File: src/rtl/Full_adder.sv
// Single-bit full adder: sum s and carry c of a + b + d.
module Full_adder (
    input  logic a,
    input  logic b,
    input  logic d,
    output logic c,
    output logic s
);

    assign s = a ^ b ^ d;
    assign c = (a & b) | (d & (a ^ b));

endmodule

File: src/rtl/serial_adder_ctrl.sv
// Bit-serial adder: one Full_adder reused across WIDTH bits, LSB first, with a
// start/busy/done handshake and registered sum, carry-out and signed overflow.
module serial_adder_ctrl #(
    parameter int unsigned WIDTH = 8
) (
    input  logic             clk,
    input  logic             rst,
    input  logic             start,
    input  logic [WIDTH-1:0] a_in,
    input  logic [WIDTH-1:0] b_in,
    input  logic             cin,
    output logic             busy,
    output logic             done,
    output logic [WIDTH-1:0] sum,
    output logic             cout,
    output logic             ovf
);

    localparam int unsigned CW = $clog2(WIDTH + 1);
    localparam logic [CW-1:0] LastCnt = CW'(WIDTH - 1);
    localparam logic [CW-1:0] MsbCnt  = CW'(WIDTH - 2);

    typedef enum logic [1:0] {StIdle, StRun, StDone} state_e;

    state_e           state_q;
    logic [WIDTH-1:0] a_sh_q;
    logic [WIDTH-1:0] b_sh_q;
    logic [WIDTH-1:0] psum_q;
    logic [CW-1:0]    cnt_q;
    logic             carry_q;
    logic             c_msb_q;
    logic             fa_c;
    logic             fa_s;
    logic [WIDTH-1:0] psum_next;

    Full_adder u_fa (
        .a (a_sh_q[0]),
        .b (b_sh_q[0]),
        .d (carry_q),
        .c (fa_c),
        .s (fa_s)
    );

    assign psum_next = {fa_s, psum_q[WIDTH-1:1]};

    always_ff @(posedge clk) begin
        if (rst) begin
            state_q <= StIdle;
            a_sh_q  <= '0;
            b_sh_q  <= '0;
            psum_q  <= '0;
            cnt_q   <= '0;
            carry_q <= 1'b0;
            c_msb_q <= 1'b0;
            busy    <= 1'b0;
            done    <= 1'b0;
            sum     <= '0;
            cout    <= 1'b0;
            ovf     <= 1'b0;
        end else begin
            done <= 1'b0;
            unique case (state_q)
                StIdle, StDone: begin
                    // The done cycle also accepts start, giving back-to-back operation.
                    if (start) begin
                        a_sh_q  <= a_in;
                        b_sh_q  <= b_in;
                        carry_q <= cin;
                        cnt_q   <= '0;
                        psum_q  <= '0;
                        busy    <= 1'b1;
                        state_q <= StRun;
                    end else begin
                        state_q <= StIdle;
                    end
                end
                StRun: begin
                    psum_q  <= psum_next;
                    a_sh_q  <= a_sh_q >> 1;
                    b_sh_q  <= b_sh_q >> 1;
                    carry_q <= fa_c;
                    cnt_q   <= cnt_q + 1'b1;
                    // Carry leaving bit WIDTH-2 is the carry into the MSB.
                    if (cnt_q == MsbCnt) begin
                        c_msb_q <= fa_c;
                    end
                    if (cnt_q == LastCnt) begin
                        sum     <= psum_next;
                        cout    <= fa_c;
                        ovf     <= c_msb_q ^ fa_c;
                        done    <= 1'b1;
                        busy    <= 1'b0;
                        state_q <= StDone;
                    end
                end
                default: state_q <= StIdle;
            endcase
        end
    end

endmodule

File: config.mk
export PLATFORM = sky130hd
export DESIGN_NAME = serial_adder_ctrl
export DESIGN_NICKNAME = d
export VERILOG_FILES = /design/src/rtl/Full_adder.sv /design/src/rtl/serial_adder_ctrl.sv
export SDC_FILE = /design/constraint.sdc
export NUM_CORES = 1
export LEC_CHECK = 0
export BUFFER_PORTS_ARGS = -buffer_cell sky130_fd_sc_hd__buf_2
export CORE_UTILIZATION = 50
export CTS_BUF_LIST = sky130_fd_sc_hd__clkbuf_16
export DETAILED_ROUTE_END_ITERATION = 12
export PLACE_DENSITY = 0.76
export SYNTH_ARGS = -nofsm -noshare
export SYNTH_HDL_FRONTEND = slang
export SYNTH_SLANG_ARGS = --single-unit
export TNS_END_PERCENT = 1
File: constraint.sdc
create_clock -name clk -period 3.7 [get_ports clk]
set_input_delay 0.37 -clock clk [delete_from_list [all_inputs] [get_ports clk]]
set_output_delay 0.37 -clock clk [all_outputs]
set_load 0.02 [all_outputs]
### Yosys cells after proc, flatten, opt, wreduce, memory -nomap -nowiden

Index checks and enable logic that the tools add are counted.

* add/sub/neg operators: 1
* reduce and logical (&&, ||, !) cells: 8
* bitwise logic cells: 7
* equal/unequal tests: 6
* muxes and demuxes: 17

Operators with widths (number)
* $pmux 8 s2: 3
* $mux 8: 3
* $eq 4x3->1 const B: 2
* $pmux 4 s2: 1
* $reduce_and 2->1: 3
* $mux 1: 5
* $add 4x1->4 const B: 1
* $mux 4: 1
* $ne 2x2->1 const B: 2
* $pmux 1 s2: 2
* $pmux 2 s2: 1
* $reduce_or 2->1: 2
* $reduce_and 3->1: 1
* $xor 1x1->1: 3
* $and 1x1->1: 2
* $eq 2x1->1 const B: 1
* $eq 2x2->1 const B: 1
* $logic_not 2->1: 1
* $mux 2: 1
* $reduce_bool 2->1: 1
* $not 1->1: 1
* $or 1x1->1: 1

* word-level logic and storage cells: 51
* output and inout port bits: 12
* input port bits: 20
* bits in registers: 44

### Logic depth before layout (Yosys ltp)

Gate-level depths: netlist (run 1).

* word-level depth: 4
* depth in mapped cells: 5
* mapped depth without buffers: 4

### Cells and area by module

Synthesis (run 1) repeated with hierarchy kept, for this count alone.

* cell total of the unflattened synthesis: 199
* area total of the unflattened synthesis: 1860.5 um2

Modules (own cells, without submodules)
* serial_adder_ctrl: cells an instance 198, area an instance 1840.5 um2, instances 1, sequential area each 860.8 um2
* Full_adder: cells an instance 1, area an instance 20.0 um2, instances 1, sequential area each 0.0 um2

### Least setup slack after synthesis (run 1)

No wires, ideal clock.

* path type: register to register
* start: register carry_q
* end: register ovf
* buffers on the path: 0
* setup time: 0.091 ns
* slack: 2.461 ns
* arrival time: 1.148 ns
* data required time: 3.609 ns
* cell stages (with the launch flop): 4
* clock period less this slack: 1.239 ns
* path through: dfxtp_1 fa_1 xnor2_1 a311oi_1

* cells in the longest elaborated chain, start to end: 3

Ends and longest elaborated chain
* from (decl): line serial_adder_ctrl.sv:30 `logic carry_q;`
* from (signal assigned): line serial_adder_ctrl.sv:68 `carry_q <= cin;`
* $and 1x1->1: line Full_adder.sv:11 `assign c = (a & b) | (d & (a ^ b));`
* $or 1x1->1: line Full_adder.sv:11
* net fa_c: line serial_adder_ctrl.sv:32 `logic fa_c;`
* $xor 1x1->1: line serial_adder_ctrl.sv:90 `ovf <= c_msb_q ^ fa_c;`
* to (signal assigned): line serial_adder_ctrl.sv:90
* to (decl): line serial_adder_ctrl.sv:16 `output logic ovf`

The timed path passes the listed nets, and every way through them passes these cells.
A chain may end at the register's enable or synchronous reset.

### Worst setup path after layout (run 1)

* start: register state_q[0]
* end: register cnt_q[3]

* cells in the longest elaborated chain, start to end: 4
* elaborated cells on any way between the ends: 8
* those cells by class: 3 x eq/ne; 1 x mux; 4 x reduce/logical

Ends and longest elaborated chain
* from (decl): line serial_adder_ctrl.sv:25 `state_e state_q;`
* from (signal assigned): line serial_adder_ctrl.sv:48 `state_q <= StIdle;`
* from (signal assigned): line serial_adder_ctrl.sv:72 `state_q <= StRun;`
* from (signal assigned): line serial_adder_ctrl.sv:74 `state_q <= StIdle;`
* $eq 2x2->1 or $logic_not 2->1 (tied branches): line serial_adder_ctrl.sv:62 `unique case (state_q)`
* $reduce_or 2->1: line serial_adder_ctrl.sv:62
* $ne 2x2->1 (no source line) or $reduce_bool 2->1 (tied branches)
* $reduce_and 2->1 (no source line)
* to (signal assigned): line serial_adder_ctrl.sv:82 `cnt_q <= cnt_q + 1'b1;`
* to (decl): line serial_adder_ctrl.sv:29 `logic [CW-1:0] cnt_q;`

Parallel ways exist; a longest one is shown, timed or not.

==> results of run 1 <==
[through the flow]
step	setup slack, ps	hold WS (ps)
2_1_floorplan	2461	444.0
3_3_place_gp	1882	457.7
3_5_place_dp	1861	458.4
4_1_cts	1865	327.8
5_1_grt	1769	347.8
6_report	1842	329.9
[state kept, by name (all words and copies together) (netlist names)]
signal   flops
carry_q      1
busy         1
cout         1
ovf          1
b_sh_q       8
c_msb_q      1
cnt_q        4
psum_q       7
sum          8
done         1
a_sh_q       8
state_q      2
[worst min path at each step]
stage               slack, ps         to      start  cells past startpoint
finish                    330  b_sh_q[7]    b_in[7]                      3
global route              350  b_sh_q[7]    b_in[7]                      3
CTS                       330  b_sh_q[7]    b_in[7]                      3
detailed placement        460  psum_q[1]  psum_q[1]                      2
global placement          460  b_sh_q[3]  b_sh_q[3]                      2
floorplan                 440     sum[0]  psum_q[1]                      2
[area by class of cell]
| class | count | area, um2 |
|---|---|---|
| timing repair buffer | 34 | 177.7 |
| tap | 46 | 57.56 |
| sequential | 43 | 860.8 |
| inverter | 2 | 7.507 |
| clock inverter | 3 | 12.51 |
| clock buffer | 5 | 125.1 |
| multi-input combinational | 134 | 773.2 |
| fill | 319 | 1323 |
[Yosys cell counts (all sizes together), types with 3 or more instances]
library cell	count	share of area, %
buf	14	4.7
a21oi	39	11
nand3	35	10
clkbuf	6	1.3
nand2b	4	1.4
o21ai	10	2.9
dfxtp	43	49
a22oi	15	6.4
nor3	3	0.86
nand2	10	2.1
[worst register-to-register path, stage by stage, from the launching register on]
cell and delay (ps):
dfxtp_1 350, nand2b_1 650, and3_1 450, mux2_1 290
[cells in the final DEF, fill, tap and decap left out]
cell	synthesis	layout
a41o_1	1	1
a22oi_1	15	15
nor3_1	3	3
nor2_1	2	2
nand2_1	10	10
a21oi_1	39	39
and2b_1	1	1
and3_1	1	1
ha_1	2	2
clkinv_2	0	1
xnor2_1	1	1
and4bb_2	1	1
buf_2	9	31
nor2b_1	1	1
fa_1	1	1
and3b_1	1	1
inv_1	2	4
nand4_1	1	1
clkbuf_16	0	5
xor2_1	1	1
nand3b_1	2	2
dfxtp_1	43	43
buf_4	5	3
mux2_1	1	1
nand2b_1	4	4
o21ai_0	10	10
a311oi_1	1	1
nand3_1	35	35
[metal layers]
metal / global-route usage (%) / vias up
met2: 34.01 / 34
met1: 23.24 / 707
met3: 6.933 / 4
met4: 6.818 / 0
met5: 0 / -
li1: - / 755
[cells by family (layout without fill, tap and decap cells)]
| family | Yosys count | count (layout) | synth area share (%) |
|---|---|---|---|
| AOI/OAI and AO/OA | 66 | 66 | 21.56 |
| and+or+nand+nor | 62 | 62 | 18.48 |
| DFF | 43 | 43 | 49.28 |
| buffers and inverters | 22 | 44 | 6.447 |
| adders and majority gates | 3 | 3 | 2.579 |
| xor gates and xnor gates | 2 | 2 | 1.003 |
| muxes | 1 | 1 | 0.6447 |
[power groups by stage]
| stage | sequential, mW | combinational [mW] | clock [mW] |
|---|---|---|---|
| after floorplan | 0.499 | 0.0665 | 0 |
| after global placement | 0.500 | 0.0843 | 0 |
| after detailed placement | 0.500 | 0.0851 | 0 |
| after CTS | 0.490 | 0.0855 | 0.414 |
| after global routing | 0.492 | 0.0970 | 0.433 |
| final | 0.490 | 0.0856 | 0.407 |
==> results.txt, run 1 <==
The detailed router finished its first iteration with 151 violations. Slowest library cell on the worst path: nand2b_1. The core region is 3337 um2. Wire segments on met2 add up to 1693 um in the final route.

Derived from the worst setup path, the maximum achievable clock frequency is 0.5382 GHz. From bottom edge to top edge, the die measures 61.11 um. Once the floorplan was initialized, standard cells occupied 52.34% of the core. TritonCTS built the clock tree. The width of the chip works out to 61.11 um. Setup repair after global routing left no endpoint under its margin. For the total of max-cap violations, the log shows 0. The tools report the highest ir drop seen on vdd as 0.3257 mV. Type of element launching the critical path: a register. The tools report the synthesized cell area as 1747 um2. The floorplan has 21 rows.

The maximum net fanout on the critical path was 28; the design internal power was 0.7535 mW. CTS built an H-tree with a depth of 2. Setup total negative slack on the finished layout was measured at 0 ps. Data arrival time of the worst path: 2020 ps.

The number of cells on the worst reg-to-reg path is 3. The detailed-router iteration count before antenna repair is 4. The primary flip-flop cell chosen by synthesis mapping was dfxtp_1. In this run, placement finished with an instance count of 259.

Routed signal wires occupy layers up through met4. Setup violations remaining at the end of the flow were counted as 0. The endpoint of the most critical setup path was cnt_q[3]. For the number of antenna violations at the first check in global routing, the log shows 0.

The run finished with clean final reports. Power spread over the standard cell area amounts to 488.1 nW/um2. For this design the total switching power over the nets is 0.2298 mW. Dividing the detail-routed wire length by the instance count gives 12.93 um. The number of hold buffers added after CTS was 0. The logs give 1840 ps for the worst setup slack for register-to-register paths and 1877 um2 for the cell area after placement. In the synthesized netlist the async set-or-reset flop fraction comes to 0%. The synthesized area per cell works out to 8.777 um2. Count of port buffers added during placement: 31. On the worst path, the slowest cell contributes a delay of 650 ps. The die covers 3734 um2. Of the total power, combinational logic draws 8.7%. From synthesis to final layout, the design area changed by 15.33%. Summing all non-filler instances in the final layout gives an area of 2014 um2. The via count of the first global-routing pass was 1,277. Clock transition at the register clock pins on the worst setup and hold paths after CTS: 60 ps. In this run, the clock network consumes 41.4% of the power. In this run the count of I/O pins placed on the die edge is 32. In this run, synthesis inferred 0 flip-flops with an integrated enable. For the number of buffers inserted to repair setup after CTS, the log shows 0. The standby leakage power came out at 0.7867 nW. The signal on the critical path passes through nand2b_1 -> and3_1 -> mux2_1.

The first global-routing pass estimated 5478 um of wire. The number of vias per cell after detailed routing is 5.618. In this run, post-CTS repair resized a total of 0 instances. Family with the most delay on the worst path: simple AND/OR/NAND/NOR gates.

Excluding fillers, the count of instances in the completed layout stands at 267. The tools report the source of the worst register-to-register timing path as state_q[0]. The worst path in the final design needs a cycle of 1858 ps, including I/O delays and setup.

In this run, CTS created clock tree buffers numbering 5. On the final layout, the worst clock skew is 4.969 ps. Entering global routing, the biggest net connects 45 pins. The run gives 2142 um as the HPWL reported at the end of detailed placement. The number of sinks on the clock net is 43. Yosys warning count: 0.

The max-slew violation count came out at 0. The final layout contains 243 nets. In the detailed route, the total length drawn on met3 is 155 um. The number of nets with antenna violations after detailed routing is 0. The part of the power in registers is 49.9%. In this run the critical register-to-register path is captured at cnt_q[3].

The run gives 280 ps as the clock latency of the later-clocked register in the worst-skew pair. Category of the critical setup timing path: reg2reg. Synthesis handed over a netlist of 199 instances.

Cells with a size suffix above 1 make up 18.55% of the layout. Net switching is 23.37% of the power. After global routing the overflow that remains totals 0. The run gives 1561 um as the met1 routed wirelength after detailed routing.

The slew at the pin with the worst max-slew slack is 1062 ps, and the post-synthesis net count is 222. The launch point of the worst path was state_q[0]. The total count of hold-check failures in the final report came out at 0. STA classifies the critical path endpoint as a register. The total vias in the final route was 1,500. The post-detailed-route DRC marker count was 0.

The number of distinct standard cells referenced by the synthesized netlist is 27. The tools report the root buffer cell as clkbuf_16. The tools report the required time of the critical path as 3860 ps. In this run the worst hold path is classified as in2reg. The run gives 2 as the maximum buffer depth of the clock tree. For the antenna diode count, the log shows 0. The global placer's final weighted congestion came out at 0.7531. For this run, the share of the core covered by cells in the final layout is 60.37%.

For this block, the routed nets add up to 3453 um of wire. Post-synthesis sequential element count: 43. Power comes to 0.9833 mW. Sequential elements use 49.28% of the synthesized area. The worst pin sits at a relative slew slack of 29.23%.

The post-route fraction of the period consumed by the critical path is 50.22%. Number of cells on the critical path: 3. Across every metal layer, demand over resource in global routing totals 19.92%.

Together, buffers and inverters on the worst path number 0.
No activity file was read; power rests on OpenSTA's default activity.
==> run 2, diff against run 1 <==
Settings changed: ABC_AREA set to 1, PLACE_DENSITY 0.76 to 0.75.
Clock period 3.7 ns to 1.8 ns, I/O delays scaled along.
==> results.txt, run 2 <==
The HPWL reported at the end of detailed placement was 2621 um (was 2142 um); the count of port buffers added during placement was 31 (unchanged). Category of the critical setup timing path: reg2reg (unchanged). The logs give 0.7448 (was 0.7531) for the global placer's final weighted congestion and 3.153 ps (was 4.969 ps) for the clock tree skew after final layout. The number of DRC markers in iteration 0 was 102 (was 151). The highest ir drop seen on vdd was 0.6402 mV (was 0.3257 mV).

The cell area after placement was 2054 um2 (was 1877 um2). The run finished with clean final reports. The first-pass GRT wire length was 6934 um (was 5478 um); the die outline area was 4100 um2 (was 3734 um2). The die height was 64.04 um (was 61.11 um); the number of nets with antenna violations after detailed routing was 0 (unchanged).

Layout overhead on the synthesized area: 13.72% (was 15.33%). Setup repair after global routing left no endpoint under its margin. Primary flip-flop cell chosen by synthesis mapping: dfxtp_1 (unchanged). The most common cell in the synthesized netlist is nand2_1 (was dfxtp_1). The maximum buffer depth of the clock tree was 2 (unchanged); the post-cts gate resize count was 0 (unchanged). The type of the worst min-delay path is in2reg (unchanged).

The data arrival time of the worst path is 1660 ps (was 2020 ps), and the share of cells above drive strength 1 is 17.83% (was 18.55%). Synth area leaders: dfxtp_1 45%, nand3_1 15%, nand2_1 12% (was dfxtp_1 49%, a21oi_1 11%, nand3_1 10%). Maximum operating frequency: 0.6956 GHz (was 0.5382 GHz). The synthesized area per cell is 7.430 um2 (was 8.777 um2). Type of element launching the critical path: a register (unchanged). The max-slew violation count was 0 (unchanged).

The tools report the total vias in the final route as 1,706 (was 1,500). Highest-count cells in the layout ignoring fill and taps: 63 x nand2_1, 57 x nand3_1, 43 x dfxtp_1, 31 x buf_2, 30 x a21oi_1 (was 43 x dfxtp_1, 39 x a21oi_1, 35 x nand3_1, 31 x buf_2, 15 x a22oi_1). The total of max-cap violations is 0 (unchanged).

Fraction of registers with async set or reset after synthesis: 0% (unchanged). The post-route fraction of the period consumed by the critical path came out at 79.87% (was 50.22%). The overflow left after global routing was 0 (unchanged). The number of rows created at floorplan was 22 (was 21); the post-detailed-route DRC marker count was 0 (unchanged). The area share of the largest cell type after synthesis is 44.73% (was 49.28%). The logs give 43 (unchanged) for the number of sinks on the clock net and 0 (unchanged) for the total count of hold-check failures in the final report. The number of synthesized flops with an enable pin came out at 0 (unchanged).

Antenna diode count: 0 (unchanged). The tools report the root buffer cell as clkbuf_16 (unchanged). For the clock latency of the later-clocked register in the worst-skew pair, the log shows 280 ps (about the same). The run gives 2030 ps (was 3860 ps) as the required time of the critical path. The most common cell after layout, fill and taps aside was nand2_1 (was dfxtp_1). The power per cell area works out to 938.1 nW/um2 (was 488.1 nW/um2).

The number of vias per cell after detailed routing was 5.108 (was 5.618). For the area of the core, the log shows 3689 um2 (was 3337 um2). The run gives 0 ps (unchanged) as the final-layout setup total negative slack.

The endpoint type of the worst setup path is a register (unchanged). TritonCTS built the clock tree. The post-synthesis net count was 282 (was 222); the worst max-slew margin expressed relative to the limit was 72.11% (was 29.23%).

The combined global-route utilization of all metal layers is 22.13% (was 19.92%). The slew at the pin with the worst max-slew slack is 417.8 ps (was 1062 ps), and the via count of the first global-routing pass is 1,592 (was 1,277). The maximum net fanout on the critical path was 13 (was 28).

The tools report the maximum number of pins on one net before global-route repair as 20 (was 45). The boundary pin count came out at 32 (unchanged). The final worst hold slack was 149.5 ps (was 329.9 ps). Setup violation total in the final timing report: 0 (unchanged).

The number of antenna violations at the first check in global routing came out at 0 (unchanged). The part of the power in registers was 49.2% (was 49.9%); the hold-fix buffer count after cts was 0 (unchanged). The post-synthesis sequential element count was 43 (unchanged).

The clock transition at the register clock pins on the worst setup and hold paths after CTS was 60 ps (about the same); the post-detailed-routing wire length was 3927 um (was 3453 um). The logs give 259 (was 199) for the gate count of the mapped netlist and 5 (unchanged) for the number of CTS-inserted buffers. The post-route cell area came out at 2188 um2 (was 2014 um2).

The tools report the number of buffers inserted to repair setup after CTS as 0 (unchanged). Leading registers by flop count: a_sh_q x8, b_sh_q x8, sum x8 (unchanged). The design internal power is 1.563 mW (was 0.7535 mW), and the average wire per standard cell is 11.76 um (was 12.93 um). Starting utilization of the core area: 52.17% (was 52.34%). The cell taking the most area after synthesis was dfxtp_1 (unchanged). The layout net count is 309 (was 243), and the sequential cell area fraction in the yosys report is 44.73% (was 49.28%). The combinational group share of total power is 10.1% (was 8.7%). Most frequent cells after synthesis: 63 x nand2_1, 57 x nand3_1, 43 x dfxtp_1 (was 43 x dfxtp_1, 39 x a21oi_1, 35 x nand3_1). The net switching power figure is 0.4901 mW (was 0.2298 mW).

The width of the chip was 64.04 um (was 61.11 um); the number of distinct standard cells referenced by the synthesized netlist was 23 (was 27). The H-tree depth is 2 (unchanged). The run gives 40.7% (was 41.4%) as the clock share of power. The final critical-path required period works out to 1438 ps (was 1858 ps). The logs give 0 (unchanged) for the Yosys warning count and 1924 um2 (was 1747 um2) for the synthesized cell area. The fraction of power spent switching nets is 23.87% (was 23.37%). For the standby leakage power, the log shows 1.012 nW (was 0.7867 nW). The run gives 4 (unchanged) as the detailed-router iteration count before antenna repair.
-- run 2: routing by layer --
layer	part of all wire, %	up-vias	track usage, %	wire length, um
met3	4.5	5	6.429	177
met4	1.6	0	8.523	61
met1	46	771	25.14	1788
met5	0	-	0	0
met2	48	42	38.70	1899
li1	-	888	-	-
-- run 2: cell families after synthesis --
family,count (synthesis),synth area share (%)
flip-flops,43,44.73
XOR/XNOR,1,0.4552
buffers and inverters,42,11.90
adder cells (fa/ha/maj),3,2.341
AO/OA/AOI/OAI,31,8.062
AND/OR/NAND/NOR,139,32.51
-- run 2: power by group through the flow --
stage	clock, mW	sequential, mW	combinational (mW)
6_report	0.835	1.01	0.207
4_1_cts	0.860	1.01	0.208
3_5_place_dp	0	1.03	0.207
2_1_floorplan	0	1.03	0.168
5_1_grt	0.903	1.01	0.238
3_3_place_gp	0	1.03	0.207
-- run 2: worst paths after layout --
path                                start   endpoint  slack [ps]  depth (start not counted)
worst max-delay path             cnt_q[0]     sum[1]         360                          7
worst min-delay path              b_in[7]  b_sh_q[7]         150                          3
worst max register to register   cnt_q[0]     sum[1]         360                          7
worst min register to register  psum_q[1]  psum_q[1]         460                          2
-- run 2: area by class of cell --
class | count | area [um2]
fill | 375 | 1500
sequential | 43 | 860.8
multi-input combinational | 174 | 834.6
timing repair buffer | 37 | 200.2
clock buffer | 5 | 125.1
inverter | 25 | 98.84
tap | 48 | 60.06
clock inverter | 2 | 8.758
-- run 2: worst max-delay path: stages, from the launching register on --
cell,delay (ps)
dfxtp_1,400
ha_1,220
nand2_1,80
nor2_1,120
nand2_2,190
nor2_4,230
nand2_1,80
nand2_1,70
-- run 2: stage by stage --
step	setup slack, ps	instances	util [%]	total power, mW
after global placement	464.6	327	55.70	1.237
after detailed placement	380.8	327	55.70	1.238
after floorplan	609.1	259	-	1.194
after global routing	221.1	334	59.33	2.156
final	362.3	334	59.33	2.053
after CTS	362.2	334	59.33	2.079
